**config.mk**
```make
export PLATFORM = sky130hd
export DESIGN_NAME = oled_cmd_sequencer_flat
export DESIGN_NICKNAME = d
export VERILOG_FILES = /design/src/rtl/oled_pkg.sv /design/src/rtl/oled_cmd_sequencer_if.sv /design/src/rtl/oled_init_rom.sv /design/src/rtl/oled_cmd_sequencer.sv /design/src/flat_wrapper.sv
export SDC_FILE = /design/constraint.sdc
export NUM_CORES = 1
export LEC_CHECK = 0
export ABC_AREA = 1
export BUFFER_PORTS_ARGS = -buffer_cell sky130_fd_sc_hd__buf_2
export CORE_UTILIZATION = 45
export DETAILED_ROUTE_END_ITERATION = 12
export PLACE_DENSITY_LB_ADDON = 0.3
export SYNTH_ARGS = -nofsm -noshare
export SYNTH_HDL_FRONTEND = slang
export SYNTH_SLANG_ARGS = --single-unit
```
**constraint.sdc**
```tcl
create_clock -name clk -period 1.6 [get_ports clk]
set_clock_uncertainty 0.15 [all_clocks]
set_input_delay 0.16 -clock clk [delete_from_list [all_inputs] [get_ports clk]]
set_output_delay 0.16 -clock clk [all_outputs]
set_load 0.03 [all_outputs]
```
**src/rtl/oled_pkg.sv**
```systemverilog
// Shared types, SSD1306 command constants and the panel init list for the OLED command sequencer.
package oled_pkg;

   typedef enum logic [2:0] {
      PWRUP = 3'd0,
      INIT  = 3'd1,
      IDLE  = 3'd2,
      BLINK = 3'd3,
      RETRY = 3'd4,
      ERROR = 3'd5
   } state_t;

   typedef enum logic [1:0] {
      BYTE_ADDR = 2'd0,
      BYTE_CTRL = 2'd1,
      BYTE_CMD  = 2'd2
   } byte_sel_t;

   typedef struct packed {
      logic [7:0] data;
      logic       start;
      logic       stop;
   } tx_byte_t;

   localparam logic [7:0] CMD_DISPLAY_OFF = 8'hAE;
   localparam logic [7:0] CMD_DISPLAY_ON  = 8'hAF;
   localparam logic [7:0] CMD_NORMAL      = 8'hA6;
   localparam logic [7:0] CMD_INVERT      = 8'hA7;
   localparam logic [7:0] CTRL_CMD        = 8'h00;
   localparam logic [7:0] CMD_NOP         = 8'hE3;

   localparam int INIT_LIST_LEN = 25;

   // 128x64 panel bring-up: clocking, mux, offset, charge pump, addressing, scan, contrast, display on
   localparam logic [7:0] INIT_LIST [INIT_LIST_LEN] = '{
      8'hAE, 8'hD5, 8'h80, 8'hA8, 8'h3F, 8'hD3, 8'h00, 8'h40, 8'h8D,
      8'h14, 8'h20, 8'h00, 8'hA1, 8'hC8, 8'hDA, 8'h12, 8'h81, 8'hCF,
      8'hD9, 8'hF1, 8'hDB, 8'h40, 8'hA4, 8'hA6, 8'hAF
   };

   function automatic tx_byte_t frame_byte(input byte_sel_t sel, input logic [6:0] addr,
                                           input logic [7:0] cmd);
      tx_byte_t b;
      case (sel)
         BYTE_ADDR: b = '{data: {addr, 1'b0}, start: 1'b1, stop: 1'b0};
         BYTE_CTRL: b = '{data: CTRL_CMD, start: 1'b0, stop: 1'b0};
         BYTE_CMD:  b = '{data: cmd, start: 1'b0, stop: 1'b1};
         default:   b = '{data: CMD_NOP, start: 1'b0, stop: 1'b0};
      endcase
      return b;
   endfunction

endpackage

```
**src/rtl/oled_cmd_sequencer_if.sv**
```systemverilog
// Byte-level handshake between the command sequencer and the I2C byte engine.
interface oled_cmd_sequencer_if;
   logic       tx_valid;
   logic [7:0] tx_data;
   logic       tx_start;
   logic       tx_stop;
   logic       tx_ready;
   logic       tx_done;
   logic       tx_ack;

   modport master (
      output tx_valid, tx_data, tx_start, tx_stop,
      input  tx_ready, tx_done, tx_ack
   );

   modport slave (
      input  tx_valid, tx_data, tx_start, tx_stop,
      output tx_ready, tx_done, tx_ack
   );
endinterface

```
**src/rtl/oled_init_rom.sv**
```systemverilog
// Combinational init-list lookup; out-of-range indices return a harmless NOP.
module oled_init_rom
   import oled_pkg::*;
#(
   parameter int IDX_W = 5
) (
   input  logic [IDX_W-1:0] idx,
   output logic [7:0]       cmd
);

   // Index to command byte
   always_comb begin
      cmd = CMD_NOP;
      if (int'(idx) < INIT_LIST_LEN) begin
         cmd = INIT_LIST[idx];
      end else begin
         cmd = CMD_NOP;
      end
   end

endmodule

```
**src/rtl/oled_cmd_sequencer.sv**
```systemverilog
// Drives SSD1306 command transactions (addr, control, command) onto the shared I2C byte engine:
// power-up delay, init list, then button-driven invert toggling with bounded NACK retries.
module oled_cmd_sequencer
   import oled_pkg::*;
#(
   parameter int         CLK_HZ     = 27_000_000,
   parameter int         POWERUP_US = 100,
   parameter logic [6:0] I2C_ADDR   = 7'h3C,
   parameter int         INIT_LEN   = INIT_LIST_LEN,
   parameter int         MAX_RETRY  = 3
) (
   input  logic                        clk,
   input  logic                        rst_n,
   input  logic                        blink_req,
   oled_cmd_sequencer_if.master        bus,
   output logic                        init_done,
   output logic                        busy,
   output logic                        inverted,
   output logic                        error
);

   localparam int POWERUP_CYCLES = CLK_HZ / 1_000_000 * POWERUP_US;
   localparam int PWR_EFF        = (POWERUP_CYCLES > 1) ? POWERUP_CYCLES : 1;
   localparam int CNT_W          = (PWR_EFF > 1) ? $clog2(PWR_EFF) : 1;
   localparam int IDX_W          = $clog2(INIT_LEN + 1);
   localparam int RETRY_W        = (MAX_RETRY > 0) ? $clog2(MAX_RETRY + 1) : 1;

   state_t             state_r;
   logic [CNT_W-1:0]   cnt_r;
   logic [IDX_W-1:0]   idx_r;
   logic               pending_r;
   logic [RETRY_W-1:0] retry_r;
   byte_sel_t          sel_r;
   logic               wait_r;
   logic               tx_valid_r;
   tx_byte_t           tx_r;
   logic               init_done_r;
   logic               busy_r;
   logic               inverted_r;
   logic               error_r;

   logic [7:0]         rom_cmd_s;
   logic [7:0]         cmd_s;
   byte_sel_t          next_sel_s;

   oled_init_rom #(.IDX_W(IDX_W)) u_rom (
      .idx (idx_r),
      .cmd (rom_cmd_s)
   );

   // Command byte for the current transaction and the byte slot that follows the current one
   always_comb begin
      cmd_s      = rom_cmd_s;
      next_sel_s = BYTE_CMD;
      if (state_r == BLINK) begin
         if (inverted_r) begin
            cmd_s = CMD_NORMAL;
         end else begin
            cmd_s = CMD_INVERT;
         end
      end else begin
         cmd_s = rom_cmd_s;
      end
      if (sel_r == BYTE_ADDR) begin
         next_sel_s = BYTE_CTRL;
      end else begin
         next_sel_s = BYTE_CMD;
      end
   end

   // Sequencer FSM with registered handshake and status outputs
   always_ff @(posedge clk or negedge rst_n) begin
      if (!rst_n) begin
         state_r     <= PWRUP;
         cnt_r       <= '0;
         idx_r       <= '0;
         pending_r   <= 1'b0;
         retry_r     <= '0;
         sel_r       <= BYTE_ADDR;
         wait_r      <= 1'b0;
         tx_valid_r  <= 1'b0;
         tx_r        <= '0;
         init_done_r <= 1'b0;
         busy_r      <= 1'b0;
         inverted_r  <= 1'b0;
         error_r     <= 1'b0;
      end else begin
         // Requests outside IDLE coalesce into one; IDLE consumes them directly below
         if (blink_req && (state_r != IDLE) && (state_r != ERROR)) begin
            pending_r <= 1'b1;
         end
         case (state_r)
            PWRUP: begin
               if (cnt_r == CNT_W'(PWR_EFF - 1)) begin
                  state_r    <= INIT;
                  busy_r     <= 1'b1;
                  sel_r      <= BYTE_ADDR;
                  tx_valid_r <= 1'b1;
                  tx_r       <= frame_byte(BYTE_ADDR, I2C_ADDR, cmd_s);
               end else begin
                  cnt_r <= cnt_r + CNT_W'(1);
               end
            end
            INIT, BLINK: begin
               if (tx_valid_r) begin
                  if (bus.tx_ready) begin
                     tx_valid_r <= 1'b0;
                     wait_r     <= 1'b1;
                  end
               end else if (wait_r && bus.tx_done) begin
                  wait_r <= 1'b0;
                  if (!bus.tx_ack) begin
                     state_r <= RETRY;
                  end else if (sel_r != BYTE_CMD) begin
                     sel_r      <= next_sel_s;
                     tx_valid_r <= 1'b1;
                     tx_r       <= frame_byte(next_sel_s, I2C_ADDR, cmd_s);
                  end else begin
                     retry_r <= '0;
                     if (state_r == BLINK) begin
                        inverted_r <= ~inverted_r;
                        state_r    <= IDLE;
                        busy_r     <= 1'b0;
                     end else if (idx_r == IDX_W'(INIT_LEN - 1)) begin
                        idx_r       <= idx_r + IDX_W'(1);
                        init_done_r <= 1'b1;
                        state_r     <= IDLE;
                        busy_r      <= 1'b0;
                     end else begin
                        idx_r      <= idx_r + IDX_W'(1);
                        sel_r      <= BYTE_ADDR;
                        tx_valid_r <= 1'b1;
                        tx_r       <= frame_byte(BYTE_ADDR, I2C_ADDR, cmd_s);
                     end
                  end
               end
            end
            IDLE: begin
               if (pending_r || blink_req) begin
                  pending_r  <= 1'b0;
                  state_r    <= BLINK;
                  busy_r     <= 1'b1;
                  sel_r      <= BYTE_ADDR;
                  tx_valid_r <= 1'b1;
                  tx_r       <= frame_byte(BYTE_ADDR, I2C_ADDR, cmd_s);
               end
            end
            RETRY: begin
               if (retry_r < RETRY_W'(MAX_RETRY)) begin
                  retry_r    <= retry_r + RETRY_W'(1);
                  state_r    <= init_done_r ? BLINK : INIT;
                  sel_r      <= BYTE_ADDR;
                  tx_valid_r <= 1'b1;
                  tx_r       <= frame_byte(BYTE_ADDR, I2C_ADDR, cmd_s);
               end else begin
                  state_r <= ERROR;
                  busy_r  <= 1'b0;
                  error_r <= 1'b1;
               end
            end
            ERROR: begin
               tx_valid_r <= 1'b0;
               busy_r     <= 1'b0;
               error_r    <= 1'b1;
            end
            default: begin
               state_r    <= ERROR;
               tx_valid_r <= 1'b0;
               busy_r     <= 1'b0;
               error_r    <= 1'b1;
            end
         endcase
      end
   end

   assign bus.tx_valid = tx_valid_r;
   assign bus.tx_data  = tx_r.data;
   assign bus.tx_start = tx_r.start;
   assign bus.tx_stop  = tx_r.stop;
   assign init_done    = init_done_r;
   assign busy         = busy_r;
   assign inverted     = inverted_r;
   assign error        = error_r;

endmodule

```
**src/flat_wrapper.sv**
```systemverilog
// flat-port wrapper written by rule: the top's interface ports become plain ports
module oled_cmd_sequencer_flat import oled_pkg::*;
#(
   parameter int         CLK_HZ     = 27_000_000,
   parameter int         POWERUP_US = 100,
   parameter logic [6:0] I2C_ADDR   = 7'h3C,
   parameter int         INIT_LEN   = INIT_LIST_LEN,
   parameter int         MAX_RETRY  = 3
)
  (clk, rst_n, blink_req, init_done, busy, inverted, error, bus_tx_valid, bus_tx_data, bus_tx_start, bus_tx_stop, bus_tx_ready, bus_tx_done, bus_tx_ack);
  oled_cmd_sequencer_if bus_i ();
  input  logic clk;
  input  logic rst_n;
  input  logic blink_req;
  output logic init_done;
  output logic busy;
  output logic inverted;
  output logic error;
  output wire logic [$bits(bus_i.tx_valid)-1:0] bus_tx_valid;
  output wire logic [$bits(bus_i.tx_data)-1:0] bus_tx_data;
  output wire logic [$bits(bus_i.tx_start)-1:0] bus_tx_start;
  output wire logic [$bits(bus_i.tx_stop)-1:0] bus_tx_stop;
  input wire logic [$bits(bus_i.tx_ready)-1:0] bus_tx_ready;
  input wire logic [$bits(bus_i.tx_done)-1:0] bus_tx_done;
  input wire logic [$bits(bus_i.tx_ack)-1:0] bus_tx_ack;
  assign bus_tx_valid = bus_i.tx_valid;
  assign bus_tx_data = bus_i.tx_data;
  assign bus_tx_start = bus_i.tx_start;
  assign bus_tx_stop = bus_i.tx_stop;
  assign bus_i.tx_ready = bus_tx_ready;
  assign bus_i.tx_done = bus_tx_done;
  assign bus_i.tx_ack = bus_tx_ack;
  oled_cmd_sequencer #(.CLK_HZ(CLK_HZ), .POWERUP_US(POWERUP_US), .I2C_ADDR(I2C_ADDR), .INIT_LEN(INIT_LEN), .MAX_RETRY(MAX_RETRY)) u_core (.clk(clk), .rst_n(rst_n), .blink_req(blink_req), .bus(bus_i), .init_done(init_done), .busy(busy), .inverted(inverted), .error(error));
endmodule
```
==> results of run 1 <==
[per-layer routing]
| layer | part of all wire | wire length (µm) |
|---|---|---|
| met5 | 0 | 0 |
| met4 | 0.023 | 163 |
| met3 | 0.039 | 278 |
| met2 | 0.47 | 3308 |
| met1 | 0.47 | 3338 |
[flip-flops by register name, summed over array words and instances, names as in the netlist]
name and count:
u_core.bus.tx_valid 1, u_core.sel_r 1, u_core.cnt_r 12, u_core.inverted 1, u_core.error 1, u_core.bus.tx_start 1
u_core.retry_r 2, u_core.idx_r 5, u_core.state_r 3, u_core.bus.tx_data 8, u_core.bus.tx_stop 1, u_core.busy 1
u_core.init_done 1, u_core.pending_r 1, u_core.wait_r 1
[cell type report]
class | instances | area (µm²) | area share
Sequential cell | 40 | 1005 | 0.2650
Tap cell | 72 | 90.09 | 0.02376
Timing Repair Buffer | 102 | 765.7 | 0.2020
Multi-Input combinational cell | 269 | 1660 | 0.4380
Clock inverter | 3 | 42.54 | 0.01122
Clock buffer | 5 | 68.82 | 0.01815
Inverter | 39 | 158.9 | 0.04191
[worst max-delay path: cells and delay by family, from the launching register on]
kind	cells	cell delay [ps]
flops	1	460
compound gates	2	360
simple gates	3	310
buf+inv	2	300
[logic make-up after synthesis]
kind of cell,after synthesis,synth area share
compound gates,40,0.08779
xor+xnor,13,0.04463
fa+ha+maj,9,0.04414
buf+inv,47,0.08043
flops,40,0.3923
simple gates,206,0.3507
[worst paths after layout]
| path | endpoint | slack, ps | cells past startpoint |
|---|---|---|---|
| worst max register to register | u_core.bus.tx_data[4]$_DFFE_PN0P_ | -80 | 7 |
| max in group asynchronous | u_core.cnt_r[9]$_DFFE_PN0P_ | 500 | 3 |
| min in group asynchronous | u_core.bus.tx_stop$_DFFE_PN0P_ | 190 | 2 |
| worst min-delay path | u_core.inverted$_DFFE_PN0P_ | 20 | 3 |
| worst max-delay path | u_core.bus.tx_data[4]$_DFFE_PN0P_ | -80 | 7 |
| worst min register to register | u_core.busy$_DFFE_PN0P_ | 330 | 2 |
[placed cells by master (no fill, tap or decap), types with 2 or more instances in the layout]
master / count
dfrtp_2: 3
nand2_1: 98
inv_4: 3
nand2_2: 17
o21ai_0: 7
o21bai_1: 2
xor2_1: 12
nand3b_1: 2
buf_2: 20
nor3_2: 3
nand3_2: 3
ha_2: 2
nor2_2: 6
nand3_4: 3
nor2_1: 19
ha_1: 5
clkbuf_8: 5
inv_1: 27
dfrtp_1: 37
dlygate4sd3_1: 3
nand3_1: 31
nand2_8: 2
buf_6: 6
o211ai_1: 2
o22ai_1: 2
nor3_1: 5
nand2_4: 4
a21oi_1: 4
o21ai_2: 13
ha_4: 2
buf_4: 71
nor2_4: 9
o21ai_1: 4
inv_2: 8
a21oi_2: 3
nand4_1: 4
[repair_timing]
| action | in CTS | in global routing |
|---|---|---|
| resized for setup | 53 | 55 |
| endpoints found under the setup margin | 19 | 32 |
| gates cloned | 3 | 0 |
| buffers inserted | 6 | 10 |
| pin swaps | 28 | 25 |
| hold endpoints to repair | 19 | 0 |
| hold buffers | 3 | 0 |
[report_power, final]
group / switching [mW] / leakage, nW / internal, mW / total, mW
Clock: 0.376 / 0.0541 / 0.462 / 0.837
Combinational: 2.79 / 1.38 / 2.18 / 4.97
Sequential: 0.267 / 0.499 / 1.36 / 1.62
Total: 3.44 / 1.93 / 4.00 / 7.43
[stage by stage]
step / utilization / total power [mW] / hold slack (ps)
2_1_floorplan: - / 3.914 / -285.6
3_3_place_gp: 0.5809 / 5.188 / -23.02
3_5_place_dp: 0.5809 / 5.251 / -12.55
4_1_cts: 0.6445 / 6.786 / 12.62
5_1_grt: 0.6927 / 7.997 / 30.33
6_report: 0.6927 / 7.433 / 23.48
==> impl_metrics.yaml, run 1 <==
global_routing:
  grt_use_met1: 0.3366
  overflow: 0
  grt_first_pass_wirelength_um: 11610
  busiest_layer: "met2"
  grt_max_degree: 20
  grt_pass1_vias: 2516
  met2_usage: 0.3885
  track_usage: 0.2442
  use_met3: 0.03929
  antenna_found_initial: 0
yosys:
  yosysSeqAreaShare: 0.3923
  synth_top_cell_by_area: "dfrtp_1"
  synth.distinct_cells: 30
  ys_top_cells_by_count: "116 x nand2_1, 40 x dfrtp_1, 35 x nand3_1"
  yosysWarningCount: 0
  syn_avg_cell_area_um2: 7.186
  synth_edf_count: 0
  synthTopCellsByArea: "dfrtp_1 39%, nand2_1 17%, nand3_1 6.9%, inv_1 4.9%, o21ai_0 4.5%"
  synthFlopType: "dfrtp_1"
  syn_nets: 370
  async_flop_share: 1.000
  netlist_area_mm2: 0.002551
  ys_ff_latch: 40
  postSynthCellCount: 355
  yosys.cell_count.top_type: "nand2_1"
  synth_top_area_share: 0.3923
clock_tree:
  htreeDepth: 2
  cts_max_path_buffers: 2
  clk_pin_slew_worst_paths_ps: 80
  cts_sinks: 40
  tritoncts: "yes"
  clk_latency_ps: 300
  cts_root_buf: "clkbuf_8"
  numCtsBuffers: 5
route:
  wl_per_cell_um: 13.37
  drc: 0
  final_antenna_net_count: 0
  drt_iter0_markers: 146
  vias: 2677
  firstDrtPassIters: 5
  vias_per_cell: 5.051
  routed_wl_um: 7087
worst_setup_path:
  critical-path-max-stage-delay_ps: 460
  worstPathCellList: "inv_2 > nand2_4 > a22oi_2 > nand3_4 > buf_6 > o21ai_2 > nand2_1"
  worst_setup_path_start_kind: "flip-flop"
  worstSetupPathType: "reg -> reg"
  slowest_stage: "dfrtp_2"
  crit_path_max_fanout: 5
  crit_path_start: "u_core.state_r[0]$_DFFE_PN0P_"
  end_kind: "flip-flop"
  r2r_start: "u_core.state_r[0]$_DFFE_PN0P_"
  cp_data_arrival_time_ps: 1720
  cp.required_ps: 1640
floorplan:
  initial_core_util: 0.4662
  core.rowCount: 27
  dieArea_mm2: 0.005975
  core_area_mm2: 0.005473
  ios: 21
  die_w_um: 77.30
  die_y_um: 77.30
final_layout:
  drive_above_1_share: 0.4170
  fillers: 451
  layoutNonFillerInstCount: 530
  areaGrowthSynthToFinish_pct: 48.60
  post-route-cell-area_mm2: 0.003791
  fin_nets: 472
  antennaDiodeCount: 0
power:
  powerDensity_mw_per_mm2: 1961
  p_leak_nw: 1.933
  ir_drop_mv: 0.9975
hold_path:
  hold_path.class: "in -> reg"
  worstHoldStart: "bus_tx_ack"
placement:
  gp_congestion: 0.9149
  io_buffers: 20
  dp_cells: 500
  dp_hpwl_um: 4795
  pre_cts_ws_ps: -201.3
  placed_cell_area_mm2: 0.003179
status:
  status: "finished, violations left"
  failed_checks: "setup timing"
sta:
  rsz0062_at_grt: "true"
  drv_slew: 0
  setup_violations: 16
  final.min_clock_period_ps: 1679
  period_share: 1.049
  achievable-frequency_mhz: 595.6
  worstMarginPinSlew_ps: 467.3
  fin_tns_setup_ps: -850.2
  max_slew_margin: 0.6885
  hold_viol_final: 0
  setup_ws_ps: -78.85
job:
  max_cap_viol_count: 0
Note: power is estimated with default switching activity, not from simulation.
==> run 2: changes to the inputs <==
--- a/config.mk
+++ b/config.mk
@@ -9,6 +9,7 @@
 export BUFFER_PORTS_ARGS = -buffer_cell sky130_fd_sc_hd__buf_2
 export CORE_UTILIZATION = 45
 export DETAILED_ROUTE_END_ITERATION = 12
+export MAX_ROUTING_LAYER = met4
 export PLACE_DENSITY_LB_ADDON = 0.3
 export SYNTH_ARGS = -nofsm -noshare
 export SYNTH_HDL_FRONTEND = slang
==> run 2 against run 1 <==
Effect of this change:
- the flow still finishes with violations (setup timing)
- hold slack lost 18 ps
- sequential cell count unchanged
- sequential power about the same
- routed wire length fell by 4.6%
- cell count is 1.3% lower
- clock power grew 17%
- count of clock-buffer cells in the layout increased by 1
- global-route usage is 0.43 points lower
- fmax increased by 0.88%
- first-iteration DRC count rose by 2.7%
- worst setup slack improved by 15 ps
- critical endpoint is now u_core.bus.tx_data[5]$_DFFE_PN0P_
- largest cell class unchanged
- largest power group unchanged
==> impl_metrics.yaml, run 2 (same netlist as run 1, synthesis figures left out) <==
route:
  drc: 0
  vias_per_cell: 5.021
  final_antenna_net_count: 0
  routed_wl_um: 6761
  wl_per_cell_um: 12.93
  firstDrtPassIters: 4
  vias: 2626
  drt_iter0_markers: 150
sta:
  setup_ws_ps: -64.16
  worstMarginPinSlew_ps: 440.9
  drv_slew: 0
  achievable-frequency_mhz: 600.9
  period_share: 1.040
  setup_violations: 14
  rsz0062_at_grt: "true"
  max_slew_margin: 0.7060
  hold_viol_final: 0
  final.min_clock_period_ps: 1664
  fin_tns_setup_ps: -429.1
  whs_ps: 5.299
power:
  powerDensity_mw_per_mm2: 2005
  ir_drop_mv: 1.324
  p_leak_nw: 1.888
final_layout:
  final_common_cell: "nand2_1"
  layoutNonFillerInstCount: 523
  fin_nets: 465
  antennaDiodeCount: 0
  ff_latch_area_mm2: 0.001006
  drive_above_1_share: 0.3792
  final_cell_mix: "103 x nand2_1, 68 x buf_4, 36 x dfrtp_1, 31 x nand3_1, 29 x inv_1"
  multi_input_area_mm2: 0.001575
  fillers: 456
  areaGrowthSynthToFinish_pct: 43.75
  largest_register_ff_count: 12
  top_register: "u_core.cnt_r"
clock_tree:
  cts_sinks: 40
  htreeDepth: 2
  cts_max_path_buffers: 2
  clk_latency_ps: 300
  clk_pin_slew_worst_paths_ps: 90
  numCtsBuffers: 5
  tritoncts: "yes"
  cts_root_buf: "clkbuf_8"
placement:
  gp_congestion: 0.9356
  dp_hpwl_um: 4707
  dp_cells: 496
  io_buffers: 20
job:
  max_cap_viol_count: 0
worst_setup_path:
  cp_data_arrival_time_ps: 1710
  worstSetupPathType: "reg -> reg"
  path_depth: 10
  cp.required_ps: 1640
  critPathBufInv: 3
  critPathCapture: "u_core.bus.tx_data[5]$_DFFE_PN0P_"
  critical-path-max-stage-delay_ps: 420
  crit_path_max_fanout: 5
  rrSetupSlack_ps: -60
  end_kind: "flip-flop"
  r2r_cells: 10
  worst_setup_path_start_kind: "flip-flop"
  cp_top_family: "simple AND/OR/NAND/NOR gates"
  crit_top_cell: "nand2_1"
  crit_path_start: "u_core.state_r[2]$_DFFE_PN0P_"
  r2r_start: "u_core.state_r[2]$_DFFE_PN0P_"
  r2r-end: "u_core.bus.tx_data[5]$_DFFE_PN0P_"
  worstPathCellList: "clkinv_4 > nand2_1 > nor2_2 > nand2_2 > nand2_1 > inv_1 > nand2_4 > buf_6 > o21ai_2 > nand2_1"
  slowest_stage: "dfrtp_2"
floorplan:
  core_area_mm2: 0.005473
  die_y_um: 77.30
  core.rowCount: 27
  dieArea_mm2: 0.005975
  die_w_um: 77.30
  ios: 21
  initial_core_util: 0.4662
global_routing:
  grt_max_degree: 20
  grt_first_pass_wirelength_um: 11080
  grt_pass1_vias: 2405
  overflow: 0
  antenna_found_initial: 0
  track_usage: 0.2399
hold_path:
  hold_path.class: "in -> reg"
status:
  failed_checks: "setup timing"
  status: "finished, violations left"
-- run 2: cell count changes in the layout (fill, tap and decap cells not counted), sizes merged --
cell and delta:
dlygate4sd3 -1, buf -7, clkinvlp -1, inv -1
bufinv +1, clkbuf +2
-- run 2: worst min-delay path by stage --
stage	startpoint	to	slack, ps	cells after the start
after floorplan	rst_n	u_core.bus.tx_data[0]$_DFFE_PN0P_	-290	0
after global placement	rst_n	u_core.bus.tx_data[2]$_DFFE_PN0P_	-20	1
after detailed placement	rst_n	u_core.bus.tx_data[2]$_DFFE_PN0P_	-20	1
after CTS	bus_tx_ready	u_core.wait_r$_DFFE_PN0P_	6	3
after global routing	bus_tx_ready	u_core.wait_r$_DFFE_PN0P_	20	3
final	bus_tx_ready	u_core.wait_r$_DFFE_PN0P_	5	3
-- run 2: tightest hold or removal path: stages --
cell and delay, ps:
buf_2 100, nand2_1 70, o22ai_1 80
-- run 2: power by group --
part           total, mW  switching (mW)  internal [mW]
Combinational       4.75            2.68           2.08
Sequential          1.62           0.262           1.36
Clock              0.982           0.358          0.624
Total               7.35            3.30           4.06
-- run 2: layout make-up --
type,count,share of cell area
sequential,40,0.2743
clock buffer,6,0.01979
inverter,39,0.04333
multi-input combinational,269,0.4295
tap,72,0.02456
timing repair buffer,95,0.1921
clock inverter,2,0.01638
-- run 2: metrics by stage --
step	area (µm²)	utilization	setup slack, ps	total power [mW]
6_report	3667	0.6701	-64.16	7.354
5_1_grt	3667	0.6701	-162.4	7.898
4_1_cts	3470	0.6340	-46.00	6.721
3_5_place_dp	3137	0.5732	-234.0	5.189
3_3_place_gp	3137	0.5732	-135.3	5.137
2_1_floorplan	2585	-	-21.52	3.914
-- run 2: timing repair --
item / in CTS / in global routing
hold buffers: 2 / 0
endpoints found under the setup margin: 21 / 35
resized for setup: 35 / 48
hold endpoints to repair: 22 / 0
pin swaps: 12 / 28
setup buffers: 9 / 5
cloned: 2 / 1
-- run 2: per-layer routing --
metal	vias to the layer above	global-route usage	share of wire	routed length (µm)
met5	-	-	0	0
li1	1334	-	-	-
met4	0	0.06226	0.013	90
met2	68	0.3558	0.48	3238
met3	10	0.05476	0.037	249
met1	1214	0.3291	0.47	3184
